### config.mk
export PLATFORM = sky130hd
export DESIGN_NAME = pwm_capture
export DESIGN_NICKNAME = d
export VERILOG_FILES = /design/src/rtl/pwm_cap_pkg.sv /design/src/rtl/pwm_duty_div.sv /design/src/rtl/pwm_capture.sv
export SDC_FILE = /design/constraint.sdc
export NUM_CORES = 1
export LEC_CHECK = 0
export ABC_AREA = 1
export CORE_MARGIN = 5
export CORE_UTILIZATION = 58
export DETAILED_ROUTE_END_ITERATION = 6
export PLACE_DENSITY = 0.77
export SYNTH_ARGS = -nofsm -noshare
export SYNTH_HDL_FRONTEND = slang
export SYNTH_SLANG_ARGS = --single-unit
export TNS_END_PERCENT = 5
### constraint.sdc
create_clock -name clk -period 8.6 [get_ports clk]
set_input_delay 0.86 -clock clk [delete_from_list [all_inputs] [get_ports clk]]
set_output_delay 0.86 -clock clk [all_outputs]
set_load 0.02 [all_outputs]
### src/rtl/pwm_cap_pkg.sv
`default_nettype none
// ============================================================================
// Module      : pwm_cap_pkg
// Description : Shared types and constants for the PWM duty-cycle receiver.
// Revision    : 1.0 - initial release
// ============================================================================
package pwm_cap_pkg;

    typedef enum logic [1:0] {
        WAIT_LOW  = 2'd0,
        WAIT_RISE = 2'd1,
        MEASURE   = 2'd2
    } cap_state_t;

    localparam int DUTY_MAX  = 100;
    localparam int DIV_STEPS = 7;
    localparam int DUTY_W    = 7;

endpackage
`default_nettype wire

### src/rtl/pwm_duty_div.sv
`default_nettype none
// ============================================================================
// Module      : pwm_duty_div
// Description : 7-step restoring divider, one quotient bit per cycle, MSB first.
// Revision    : 1.0 - initial release
// ============================================================================
module pwm_duty_div
    import pwm_cap_pkg::*;
#(
    parameter int CNT_W = 16
)(
    input  logic                 clk,
    input  logic                 reset,
    input  logic                 start,
    input  logic [CNT_W+6:0]     num,
    input  logic [CNT_W-1:0]     den,
    output logic                 busy,
    output logic                 done,
    output logic [DUTY_W-1:0]    q
);

    localparam int NUM_W = CNT_W + 7;

    logic [NUM_W-1:0]  r_rem;
    logic [CNT_W-1:0]  r_den;
    logic [2:0]        r_step;
    logic [DUTY_W-2:0] r_q;
    logic              r_busy;

    logic [NUM_W-1:0]  w_trial;
    logic              w_bit;

    // num < 128*den, so trial divisors den<<6 .. den<<0 suffice for an exact floor.
    always_comb begin
        w_trial = NUM_W'(r_den) << (3'(DIV_STEPS - 1) - r_step);
        w_bit   = (r_rem >= w_trial);
    end

    always_ff @(posedge clk) begin
        if (reset) begin
            r_busy <= 1'b0;
            r_step <= 3'd0;
            r_rem  <= '0;
            r_den  <= '0;
            r_q    <= '0;
        end else if (r_busy) begin
            if (w_bit) begin
                r_rem <= r_rem - w_trial;
            end
            r_q    <= {r_q[DUTY_W-3:0], w_bit};
            r_step <= r_step + 3'd1;
            if (r_step == 3'(DIV_STEPS - 1)) begin
                r_busy <= 1'b0;
            end
        end else if (start) begin
            r_busy <= 1'b1;
            r_step <= 3'd0;
            r_rem  <= num;
            r_den  <= den;
            r_q    <= '0;
        end
    end

    assign busy = r_busy;
    assign done = r_busy && (r_step == 3'(DIV_STEPS - 1));
    assign q    = {r_q, w_bit};

endmodule
`default_nettype wire

### src/rtl/pwm_capture.sv
`default_nettype none
// ============================================================================
// Module      : pwm_capture
// Description : Measures period/high time of an async PWM input, reports duty %.
// Revision    : 1.0 - initial release
// ============================================================================
module pwm_capture
    import pwm_cap_pkg::*;
#(
    parameter int CNT_W   = 16,
    parameter int TIMEOUT = 1000
)(
    input  logic              clk,
    input  logic              reset,
    input  logic              pwm_in,
    output logic [6:0]        duty,
    output logic              duty_valid,
    output logic [CNT_W-1:0]  period,
    output logic [CNT_W-1:0]  high_time,
    output logic              locked
);

    localparam int NUM_W = CNT_W + 7;

    logic             r_sync1;
    logic             r_s;
    logic             r_sd;
    logic [1:0]       r_arm;
    cap_state_t       r_state;
    cap_state_t       w_next;
    logic [CNT_W-1:0] r_pcnt;
    logic [CNT_W-1:0] r_hcnt;
    logic [CNT_W-1:0] r_tcnt;
    logic [CNT_W-1:0] r_per_cap;
    logic [CNT_W-1:0] r_hi_cap;
    logic [6:0]       r_duty;
    logic             r_valid;
    logic [CNT_W-1:0] r_period;
    logic [CNT_W-1:0] r_high;
    logic             r_locked;

    logic             w_rise;
    logic             w_fire;
    logic             w_load;
    logic             w_start;
    logic             w_tclr;
    logic             w_div_busy;
    logic             w_div_done;
    logic [6:0]       w_q;
    logic [NUM_W-1:0] w_num;

    // The synchroniser comes out of reset as 0 regardless of pwm_in; r_arm keeps
    // WAIT_LOW from trusting s until the real input level has propagated through.
    always_ff @(posedge clk) begin
        if (reset) begin
            r_sync1 <= 1'b0;
            r_s     <= 1'b0;
            r_sd    <= 1'b0;
            r_arm   <= 2'b00;
        end else begin
            r_sync1 <= pwm_in;
            r_s     <= r_sync1;
            r_sd    <= r_s;
            r_arm   <= {r_arm[0], 1'b1};
        end
    end

    assign w_rise  = r_s & ~r_sd;
    assign w_fire  = (r_tcnt == CNT_W'(TIMEOUT - 1)) & ~w_rise;
    assign w_start = (r_state == MEASURE) & w_rise & ~w_div_busy;
    assign w_num   = NUM_W'(r_hcnt) * NUM_W'(DUTY_MAX);

    always_comb begin
        w_next = r_state;
        w_load = 1'b0;
        case (r_state)
            WAIT_LOW: begin
                if (!r_s && r_arm[1]) begin
                    w_next = WAIT_RISE;
                end
            end
            WAIT_RISE: begin
                if (w_rise) begin
                    w_next = MEASURE;
                    w_load = 1'b1;
                end
            end
            MEASURE: begin
                if (w_rise) begin
                    w_load = 1'b1;
                end
            end
            default: w_next = WAIT_LOW;
        endcase
        if (w_fire) begin
            w_next = r_s ? WAIT_LOW : WAIT_RISE;
        end
    end

    assign w_tclr = w_rise | w_fire | ((r_state != WAIT_RISE) && (w_next == WAIT_RISE));

    always_ff @(posedge clk) begin
        if (reset) begin
            r_state   <= WAIT_LOW;
            r_pcnt    <= '0;
            r_hcnt    <= '0;
            r_tcnt    <= '0;
            r_per_cap <= '0;
            r_hi_cap  <= '0;
        end else begin
            r_state <= w_next;
            r_tcnt  <= w_tclr ? '0 : r_tcnt + CNT_W'(1);
            if (w_load) begin
                r_pcnt <= CNT_W'(1);
                r_hcnt <= CNT_W'(1);
            end else if (r_state == MEASURE) begin
                r_pcnt <= r_pcnt + CNT_W'(1);
                r_hcnt <= r_hcnt + CNT_W'(r_s);
            end
            if (w_start) begin
                r_per_cap <= r_pcnt;
                r_hi_cap  <= r_hcnt;
            end
        end
    end

    pwm_duty_div #(
        .CNT_W (CNT_W)
    ) u_div (
        .clk   (clk),
        .reset (reset),
        .start (w_start),
        .num   (w_num),
        .den   (r_pcnt),
        .busy  (w_div_busy),
        .done  (w_div_done),
        .q     (w_q)
    );

    // A divider result takes priority over a timeout landing on the same cycle.
    always_ff @(posedge clk) begin
        if (reset) begin
            r_duty   <= '0;
            r_valid  <= 1'b0;
            r_period <= '0;
            r_high   <= '0;
            r_locked <= 1'b0;
        end else if (w_div_done) begin
            r_duty   <= w_q;
            r_valid  <= 1'b1;
            r_period <= r_per_cap;
            r_high   <= r_hi_cap;
            r_locked <= 1'b1;
        end else if (w_fire) begin
            r_duty   <= r_s ? 7'(DUTY_MAX) : 7'd0;
            r_valid  <= 1'b1;
            r_period <= '0;
            r_high   <= r_s ? CNT_W'(TIMEOUT) : '0;
            r_locked <= 1'b0;
        end else begin
            r_valid  <= 1'b0;
        end
    end

    assign duty       = r_duty;
    assign duty_valid = r_valid;
    assign period     = r_period;
    assign high_time  = r_high;
    assign locked     = r_locked;

endmodule
`default_nettype wire
==> reports/qor.txt, run 1 <==
Synth Register Bits: 161
storage element area: 3220 um2
Placer Congestion: 0.945
final slew viol count: 0
RSZ-0062 raised after global routing: no
post-route ant nets: 0
per-cell routed wire length: 14.6 um
final setup skew: 14.7 ps
Yosys cell types: 44
post-route minimum period: 5340 ps
Worst Reg2Reg Path Length in Cells: 15
nets: 1727
Initial Utilization: 59.2%
DR vias/cell: 5.31
max cap viols: 0
Sink Count: 161
GRT overflow: 0
antenna violations before repair: 0
die height: 146 um
Slew headroom: 19.0%
Primary FF master, synth: dfxtp_1
commonest non-fill, non-tap cells in the layout: nand2_1 (458), inv_1 (246), dfxtp_1 (161), nor2_1 (132), a21oi_1 (119)
Tightest Pin Transition: 1210 ps
largest family of logic cells by synthesized area: simple AND/OR/NAND/NOR gates
crit end category: register
Post-CTS Repair Setup Buffers: 0
CTS tree: built
First-pass DRT Iterations: 5
total wire length: 27200 um
status: complete, no violations
global-route wire length before repair: 44300 um
pwr dens: 154 nW/um2
number of synthesized flops with an enable pin: 0
Static Leakage: 5.66 nW
CTS Hold Bufs: 0
final worst path period share: 62.1%
Worst-path clk slew: 70 ps
vias in the first global route: 9019
syn avg cell area: 6.65 um2
multiplexer area fraction after synthesis: 0.468%
Post-Synth XOR/XNOR Area: 2.37%
Root Buffer: clkbuf_16
post-route cell area: 11800 um2
largest net degree at the start of global routing: 60
die area: 21300 um2
Post-route DRC: 0
Tot GR Track Use: 25.1%
P&R area growth vs syn: 10.3%
simple-gate share of the synthesized area: 32.0%
worst hold stages: 2
total CTS buffers: 17
area of the multi-input gates: 6280 um2
DIE WIDTH: 146 um
Worst Path Buf+Inv: 3
commonest non-fill, non-tap cell in the layout: nand2_1
Async SR Flop Fraction: 0%
reg2reg start: u_div.r_step[0]$_SDFFE_PP0P_
Worst EP required: 8960 ps
fmax: 187 MHz
fill cell count: 1629
worst stage delay on the critical path: 840 ps
DR vias: 9913
crit path cell chain: clkinv_1 > ha_1 > clkinv_1 > nor3_1 > o21ai_0 > ha_1 > nand2_2 > inv_1 > nand2_1 > nand2_1 > a21oi_1 > nand4_4 > a21oi_2 > nor2_1 > nor2_1
HP Start: r_arm[0]$_DFF_P_
# diodes: 0
VDD IR max: 135 uV
crit path max fanout: 29
worst hold path endpoint: r_arm[1]$_SDFF_PP0_
Final Setup Violations: 0
Post-Syn Instances: 1610
Setup TNS: 0 ps
endpoints failing hold: 0
Post-Syn Nets: 1712
Top delay family on crit path: compound AO/OA/AOI/OAI gates
Total Power: 1.82 mW
crit path kind: reg2reg
core area: 18100 um2
share of post-route cells with drive strength above 1: 5.19%
DR iter-0 viols: 835
Skew-Pair Late Insertion Delay: 430 ps
I/O Buffers: 43
Synth warnings: 0
clock buffer depth: 2
Compound-Gate Fraction of Synth Area: 11.3%
Post-DP Area: 11200 um2
post-DP HPWL: 20500 um
sequential share of the synthesized area: 30.1%
worst hold path type: reg2reg
crit path max-delay cell type: dfxtp_1
Rows: 49
Worst setup SP type: register
I/O pin total: 44
Hold Slack: 401 ps
CTS H-tree depth: 4
Reg-to-Reg End: u_div.r_rem[20]$_SDFFE_PP0P_
Reg2Reg Setup Slack: 3260 ps
# resized after CTS: 0
adder-cell area share of the yosys netlist: 12.4%
mapped cell area: 10700 um2
Worst EP arrival: 5700 ps
## worst register-to-register path, stage by stage, from the launching register on
cell and delay (ps):
dfxtp_1 840, clkinv_1 430, ha_1 550, clkinv_1 560, nor3_1 490, o21ai_0 180
ha_1 390, nand2_2 110, inv_1 60, nand2_1 60, nand2_1 50, a21oi_1 250
nand4_4 200, a21oi_2 840, nor2_1 140, nor2_1 120
## routing by layer
layer / track usage [%] / vias up / wire [um]
met3: 3.21 / 39 / 1260
met1: 35.0 / 4521 / 12900
met4: 7.26 / 0 / 533
met5: 0 / - / 0
met2: 41.1 / 245 / 12500
li1: - / 5108 / -
## where the power goes
part	leakage, nW	total [mW]	switching (mW)	internal, mW
Combinational	4.06	0.266	0.185	0.0814
Clock	0.297	0.791	0.348	0.442
Sequential	1.30	0.764	0.00892	0.755
Total	5.66	1.82	0.542	1.28
## kinds of logic after synthesis
| logic type | count (synthesis) |
|---|---|
| AOI/OAI and AO/OA | 235 |
| xor gates and xnor gates | 29 |
| adders and majority gates | 99 |
| buffers and inverters | 302 |
| DFF | 161 |
| muxes | 5 |
| and+or+nand+nor | 779 |
## per-stage QoR
step	cells	util [%]	worst slack [ps]
after floorplan	1610	-	5180
after global placement	1835	61.9	3460
after detailed placement	1835	61.9	3360
after CTS	1867	65.3	3350
after global routing	1867	65.3	2750
final	1867	65.3	3260
## cell usage after synthesis, types with 6 or more instances
master	instances	area share, %
nand2_1	458	16
inv_1	246	8.6
a21oi_1	119	5.6
nor2_4	12	1.3
xor2_1	19	1.6
nor3_1	19	0.89
nand3_1	95	4.4
xnor2_1	10	0.82
nand4_1	12	0.70
fa_1	12	2.2
ha_1	87	10
nand3b_1	12	0.84
nor2_1	133	4.7
buf_2	11	0.51
a31oi_1	14	0.82
or2_2	7	0.41
clkbuf_1	28	0.98
o21ai_0	95	4.4
dfxtp_1	161	30
nand3_2	6	0.56
## how the worst max path moves through the flow
stage / endpoint / from / slack (ps) / cells past startpoint
floorplan: u_div.r_rem[15]$_SDFFE_PP0P_ / u_div.r_step[0]$_SDFFE_PP0P_ / 5180 / 21
global placement: u_div.r_rem[22]$_SDFFE_PP0P_ / u_div.r_step[0]$_SDFFE_PP0P_ / 3460 / 15
detailed placement: u_div.r_rem[20]$_SDFFE_PP0P_ / u_div.r_step[0]$_SDFFE_PP0P_ / 3360 / 15
CTS: u_div.r_rem[20]$_SDFFE_PP0P_ / u_div.r_step[0]$_SDFFE_PP0P_ / 3350 / 15
global route: u_div.r_rem[21]$_SDFFE_PP0P_ / u_div.r_step[0]$_SDFFE_PP0P_ / 2750 / 15
finish: u_div.r_rem[20]$_SDFFE_PP0P_ / u_div.r_step[0]$_SDFFE_PP0P_ / 3260 / 15
## state kept, by name (all words and copies together) (netlist names), 2 cells and up
signal	flops
r_pcnt	16
r_hcnt	16
duty	7
r_state	2
u_div.r_q	6
r_arm	2
u_div.r_rem	23
r_hi_cap	16
u_div.r_step	3
high_time	16
period	16
r_per_cap	15
r_tcnt	16
## layout make-up
| type | count | area share [%] |
|---|---|---|
| Multi-Input combinational cell | 1147 | 53.2 |
| Sequential cell | 161 | 27.3 |
| Inverter | 250 | 7.95 |
| Timing Repair Buffer | 48 | 3.92 |
| Clock buffer | 17 | 3.60 |
| Tap cell | 229 | 2.43 |
| Clock inverter | 15 | 1.61 |
Note: power is estimated with default switching activity, not from simulation.
==> inputs of run 2 (changes only) <==
==> constraint.sdc (replaced) <==
create_clock -name clk -period 5.32 [get_ports clk]
set_input_delay 0.532 -clock clk [delete_from_list [all_inputs] [get_ports clk]]
set_output_delay 0.532 -clock clk [all_outputs]
set_load 0.02 [all_outputs]
==> reports/qor.txt, run 2 (synthesis results as in run 1) <==
DIE WIDTH: 146 um (unchanged)
worst hold path type: reg2reg
vias in the first global route: 9089 (+0.78%)
Tightest Pin Transition: 1120 ps (-89.1 ps)
CTS Hold Bufs: 0 (unchanged)
Setup TNS: 0 ps (unchanged)
storage element area: 3220 um2 (unchanged)
largest net degree at the start of global routing: 60 (unchanged)
DR vias/cell: 5.35 (+0.70%)
post-route cell area: 11800 um2 (about the same)
CTS H-tree depth: 4 (unchanged)
die height: 146 um (unchanged)
Largest register FFs: 23 (unchanged)
fmax: 240 MHz (+28%)
area of the multi-input gates: 6280 um2 (unchanged)
Worst-path clk slew: 80 ps (about the same)
Internal Pwr Total: 2.00 mW (+56%)
status: complete, no violations
Sink Count: 161 (unchanged)
# resized after CTS: 0 (unchanged)
total wire length: 26500 um (-2.4%)
final slew viol count: 0 (unchanged)
DR iter-0 viols: 837 (+0.24%)
pwr dens: 243 nW/um2 (+57%)
Hold Slack: 411 ps (+10.3 ps)
Total Power: 2.87 mW (+57%)
RSZ-0062 raised after global routing: no
Worst setup SP type: register
# diodes: 0 (unchanged)
per-cell routed wire length: 14.2 um (-2.5%)
Placer Congestion: 1.00 (+6.3%)
post-route ant nets: 0 (unchanged)
CTS tree: built
Final Setup Violations: 0 (unchanged)
post-route minimum period: 4170 ps (-1170 ps)
crit path max fanout: 21 (-28%)
P_sw: 872 uW (+61%)
Skew-Pair Late Insertion Delay: 430 ps (about the same)
nets: 1730 (+0.17%)
I/O pin total: 44 (unchanged)
Tot GR Track Use: 24.9% (-0.23 points)
Static Leakage: 5.67 nW (+0.23%)
final worst path period share: 78.3% (+16 points)
commonest non-fill, non-tap cell in the layout: nand2_1
DR vias: 9998 (+0.86%)
fill cell count: 1614 (-0.92%)
crit path kind: reg2reg
Initial Utilization: 59.2% (unchanged)
clock share of power: 42.4% (-1.0 points)
GRT overflow: 0 (unchanged)
core area: 18100 um2 (unchanged)
share of post-route cells with drive strength above 1: 5.36% (+0.17 points)
max cap viols: 0 (unchanged)
Comb pwr share: 14.6% (about the same)
VDD IR max: 240 uV (+78%)
post-DP HPWL: 20200 um (-1.3%)
final setup skew: 12.4 ps (-2.32 ps)
Biggest register: u_div.r_rem
First-pass DRT Iterations: 5 (unchanged)
I/O Buffers: 43 (unchanged)
sequential share of power: 43.1% (+1.1 points)
antenna violations before repair: 0 (unchanged)
Post-DP Area: 11200 um2 (+0.20%)
Post-route DRC: 0 (unchanged)
Slew headroom: 24.9% (+5.9 points)
die area: 21300 um2 (unchanged)
Rows: 49 (unchanged)
commonest non-fill, non-tap cells in the layout: nand2_1 (458), inv_1 (246), dfxtp_1 (161), nor2_1 (132), a21oi_1 (119)
Post-CTS Repair Setup Buffers: 0 (unchanged)
Worst EP required: 5680 ps (-3280 ps)
endpoints failing hold: 0 (unchanged)
clock buffer depth: 2 (unchanged)
Root Buffer: clkbuf_16
global-route wire length before repair: 44100 um (-0.44%)
Net Sw Frac: 30.4% (+0.63 points)
total CTS buffers: 17 (unchanged)
crit end category: register
Worst EP arrival: 4520 ps (-1180 ps)
P&R area growth vs syn: 10.4% (about the same)
run 2: cell types whose count changed in the layout (fill, tap and decap cells not counted), sizes merged:
cell,before,now
clkinvlp,2,0
bufinv,2,0
clkbuf,17,18
clkinv,6,9
buf,6,9
run 2: critical path: stages, from the launching register on:
cell and delay (ps):
dfxtp_1 330, clkinv_1 180, ha_1 470, clkinv_1 290
buf_4 280, mux2i_1 200, nor2_1 60, a31oi_1 240
ha_1 300, nand2_1 130, inv_1 50, nand2_1 60
nand2_1 60, inv_1 80, nand2_2 80, nand2_2 90
nand4_4 140, a21oi_2 810, nor2_1 120, nor2_1 110
run 2: layout make-up:
cell class,instances,share of cell area [%]
well taps,229,2.43
clock inverters,14,1.36
flip-flops and latches,161,27.3
repair buffers,51,4.11
clock buffers,18,3.72
inverters,250,7.94
multi-input cells,1147,53.2
run 2: routing by layer:
layer,part of all wire (%),vias to the layer above,global-route usage [%]
li1,-,5132,-
met1,47,4576,34.8
met2,45,244,39.6
met3,5.4,46,4.02
met4,2.4,0,7.69
met5,0,-,0
run 2: final timing paths:
check,cells past startpoint,slack (ps),startpoint,to
worst max register to register,19,1150,u_div.r_step[0]$_SDFFE_PP0P_,u_div.r_rem[17]$_SDFFE_PP0P_
worst max-delay path,19,1150,u_div.r_step[0]$_SDFFE_PP0P_,u_div.r_rem[17]$_SDFFE_PP0P_
worst min register to register,2,410,r_arm[0]$_DFF_P_,r_arm[1]$_SDFF_PP0_
worst min-delay path,2,410,r_arm[0]$_DFF_P_,r_arm[1]$_SDFF_PP0_
run 2: stage by stage:
step,utilization (%),setup slack [ps],cells
floorplan,-,1900,1610
global placement,62.0,1370,1838
detailed placement,62.0,1200,1838
CTS,65.3,1180,1870
global route,65.3,626,1870
finish,65.3,1150,1870
run 2: power groups by stage:
stage	combinational [mW]	clock, mW	sequential (mW)
after floorplan	0.334	0	1.26
after detailed placement	0.412	0	1.26
after CTS	0.414	1.23	1.23
after global placement	0.404	0	1.26
final	0.418	1.21	1.24
after global routing	0.475	1.28	1.24
==> inputs of run 3 (changes only) <==
--- a/config.mk
+++ b/config.mk
@@ -7,7 +7,7 @@
 export LEC_CHECK = 0
 export ABC_AREA = 1
 export CORE_MARGIN = 5
-export CORE_UTILIZATION = 58
+export CORE_UTILIZATION = 56
 export DETAILED_ROUTE_END_ITERATION = 6
 export PLACE_DENSITY = 0.77
 export SYNTH_ARGS = -nofsm -noshare
==> constraint.sdc (replaced) <==
create_clock -name clk -period 3.5 [get_ports clk]
set_input_delay 0.35 -clock clk [delete_from_list [all_inputs] [get_ports clk]]
set_output_delay 0.35 -clock clk [all_outputs]
set_load 0.02 [all_outputs]
==> reports/qor.txt, run 3 (synthesis results as in run 1) <==
status: complete, no violations
post-route ant nets: 0 (unchanged)
clock buffer depth: 2 (unchanged)
First-pass DRT Iterations: 5 (unchanged)
Worst EP arrival: 3610 ps (-910 ps)
P_sw: 1.34 mW (+54%)
DR iter-0 viols: 651 (-22%)
commonest non-fill, non-tap cells in the layout: nand2_1 (456), inv_1 (246), dfxtp_1 (161), nor2_1 (131), a21oi_1 (119)
fmax: 308 MHz (+28%)
Internal Pwr Total: 3.20 mW (+60%)
RSZ-0062 raised after global routing: no
commonest non-fill, non-tap cell in the layout: nand2_1
Reg-to-Reg End: u_div.r_rem[21]$_SDFFE_PP0P_
Net Sw Frac: 29.6% (-0.82 points)
Reg2Reg Setup Slack: 250 ps (-900 ps)
share of post-route cells with drive strength above 1: 7.20% (+1.8 points)
Slew headroom: 20.2% (-4.7 points)
Placer Congestion: 0.956 (-4.9%)
P&R area growth vs syn: 13.3%
pwr dens: 374 nW/um2 (+54%)
total wire length: 27900 um (+5.2%)
Comb pwr share: 15.9% (+1.3 points)
crit end category: register
Post-DP Area: 11400 um2 (+1.6%)
nets: 1757 (+1.6%)
Tot GR Track Use: 25.0% (+0.097 points)
HP Start: r_sync1$_SDFF_PP0_
vias in the first global route: 9323 (+2.6%)
DIE WIDTH: 148 um (+1.6%)
Static Leakage: 5.80 nW (+2.3%)
total CTS buffers: 17 (unchanged)
Worst setup SP type: register
Largest register FFs: 23 (unchanged)
largest net degree at the start of global routing: 59 (-1.7%)
sequential share of power: 41.4% (-1.7 points)
worst hold path type: reg2reg
final slew viol count: 0 (unchanged)
crit path cell chain: buf_6 > ha_1 > xor2_2 > inv_1 > buf_4 > o21ai_0 > ha_1 > nand2_2 > inv_1 > nand2_1 > nand2_1 > a21oi_1 > nand4_4 > buf_4 > a21oi_4 > nor2_1 > nor2_1
Critical Path Stages: 17 (-2)
worst stage delay on the critical path: 360 ps (-450 ps)
Post-route DRC: 0 (unchanged)
Worst Path Buf+Inv: 5 (unchanged)
Sink Count: 161 (unchanged)
CTS H-tree depth: 4 (unchanged)
clock share of power: 42.7% (+0.3 points)
DR vias: 10.1k (+0.79%)
Final Setup Violations: 0 (unchanged)
final worst path period share: 92.8% (+14 points)
Tightest Pin Transition: 1200 ps (+70.5 ps)
Initial Utilization: 57.0% (-2.1 points)
Worst-path clk slew: 70 ps (about the same)
crit path max fanout: 28 (+33%)
CTS tree: built
endpoints failing hold: 0 (unchanged)
fill cell count: 1705 (+5.6%)
Rows: 50 (+2.0%)
VDD IR max: 375 uV (+56%)
crit path max-delay cell type: dfxtp_1
post-route cell area: 12100 um2 (+2.6%)
crit path kind: reg2reg
antenna violations before repair: 0 (unchanged)
per-cell routed wire length: 14.7 um (+3.4%)
reg2reg start: u_div.r_step[0]$_SDFFE_PP0P_
Worst EP required: 3870 ps (-1810 ps)
# diodes: 0 (unchanged)
die area: 22000 um2 (+3.3%)
Total Power: 4.54 mW (+58%)
Skew-Pair Late Insertion Delay: 430 ps (about the same)
Worst Reg2Reg Path Length in Cells: 17 (-2)
Final Util: 64.6% (-0.72 points)
I/O Buffers: 43 (unchanged)
DR vias/cell: 5.30 (-0.85%)
die height: 148 um (+1.6%)
Setup TNS: 0 ps (unchanged)
final setup skew: 11.9 ps (-0.507 ps)
post-route minimum period: 3250 ps (-918 ps)
worst hold path endpoint: r_s$_SDFF_PP0_
global-route wire length before repair: 45400 um (+3.0%)
Root Buffer: clkbuf_16
Top delay family on crit path: compound AO/OA/AOI/OAI gates
max cap viols: 0 (unchanged)
I/O pin total: 44 (unchanged)
worst hold stages: 2 (unchanged)
post-DP HPWL: 21100 um (+4.2%)
Biggest register: u_div.r_rem
core area: 18800 um2 (+3.8%)
GRT overflow: 0 (unchanged)
-- run 3: cell types whose count changed in the layout (fill, tap and decap cells not counted), sizes merged --
cell	delta
a21oi	+1
buf	+25
inv	-1
clkinvlp	+2
nand2	+1
bufinv	+2
clkinv	-4
-- run 3: worst register-to-register path, stage by stage, from the launching register on --
cell	delay [ps]
dfxtp_1	360
buf_6	210
ha_1	210
xor2_2	190
inv_1	80
buf_4	190
o21ai_0	260
ha_1	330
nand2_2	110
inv_1	50
nand2_1	60
nand2_1	60
a21oi_1	240
nand4_4	170
buf_4	180
a21oi_4	310
nor2_1	100
nor2_1	90
-- run 3: through the flow --
step / hold slack [ps] / std cells / setup WS, ps
3_3_place_gp: 392 / 1864 / -68.1
6_report: 409 / 1901 / 253
3_5_place_dp: 401 / 1864 / -158
4_1_cts: 408 / 1895 / 85.1
5_1_grt: 429 / 1901 / 22.5
2_1_floorplan: 388 / 1610 / 80.9
-- run 3: worst max-delay path by stage --
| stage | startpoint | to | slack (ps) |
|---|---|---|---|
| after CTS | u_div.r_step[0]$_SDFFE_PP0P_ | u_div.r_rem[17]$_SDFFE_PP0P_ | 90 |
| after detailed placement | u_div.r_step[0]$_SDFFE_PP0P_ | u_div.r_rem[17]$_SDFFE_PP0P_ | -160 |
| after global routing | u_div.r_step[0]$_SDFFE_PP0P_ | u_div.r_rem[1]$_SDFFE_PP0P_ | 20 |
| final | u_div.r_step[0]$_SDFFE_PP0P_ | u_div.r_rem[21]$_SDFFE_PP0P_ | 250 |
| after floorplan | u_div.r_step[0]$_SDFFE_PP0P_ | u_div.r_rem[15]$_SDFFE_PP0P_ | 80 |
| after global placement | u_div.r_step[0]$_SDFFE_PP0P_ | u_div.r_rem[18]$_SDFFE_PP0P_ | -70 |
-- run 3: timing repair --
item	in CTS	in global routing
hold buffers	0	0
pin swaps	0	8
cloned	0	2
endpoints found under the setup margin	21	25
resized for setup	1	13
setup buffers	0	4
-- run 3: power groups by stage --
stage / clock [mW] / sequential, mW / combinational (mW)
after global placement: 0 / 1.92 / 0.668
after detailed placement: 0 / 1.92 / 0.669
after floorplan: 0 / 1.91 / 0.508
after global routing: 2.04 / 1.88 / 0.814
final: 1.94 / 1.88 / 0.720
after CTS: 1.95 / 1.88 / 0.675
-- run 3: layer usage --
metal  wire [um]  GRT usage [%]  vias to the layer above
li1            -              -                     5208
met1       13100           35.2                     4587
met2       13000           40.4                      250
met3        1540           4.39                       32
met4         320           5.54                        0
met5           0              0                        -
-- run 3: area by class of cell --
cell class	instances	area [um2]	share of cell area (%)
Clock buffer	18	439	3.62
Clock inverter	13	171	1.41
Inverter	250	938	7.74
Multi-Input combinational cell	1149	6370	52.5
Sequential cell	161	3220	26.6
Tap cell	234	293	2.41
Timing Repair Buffer	76	693	5.72
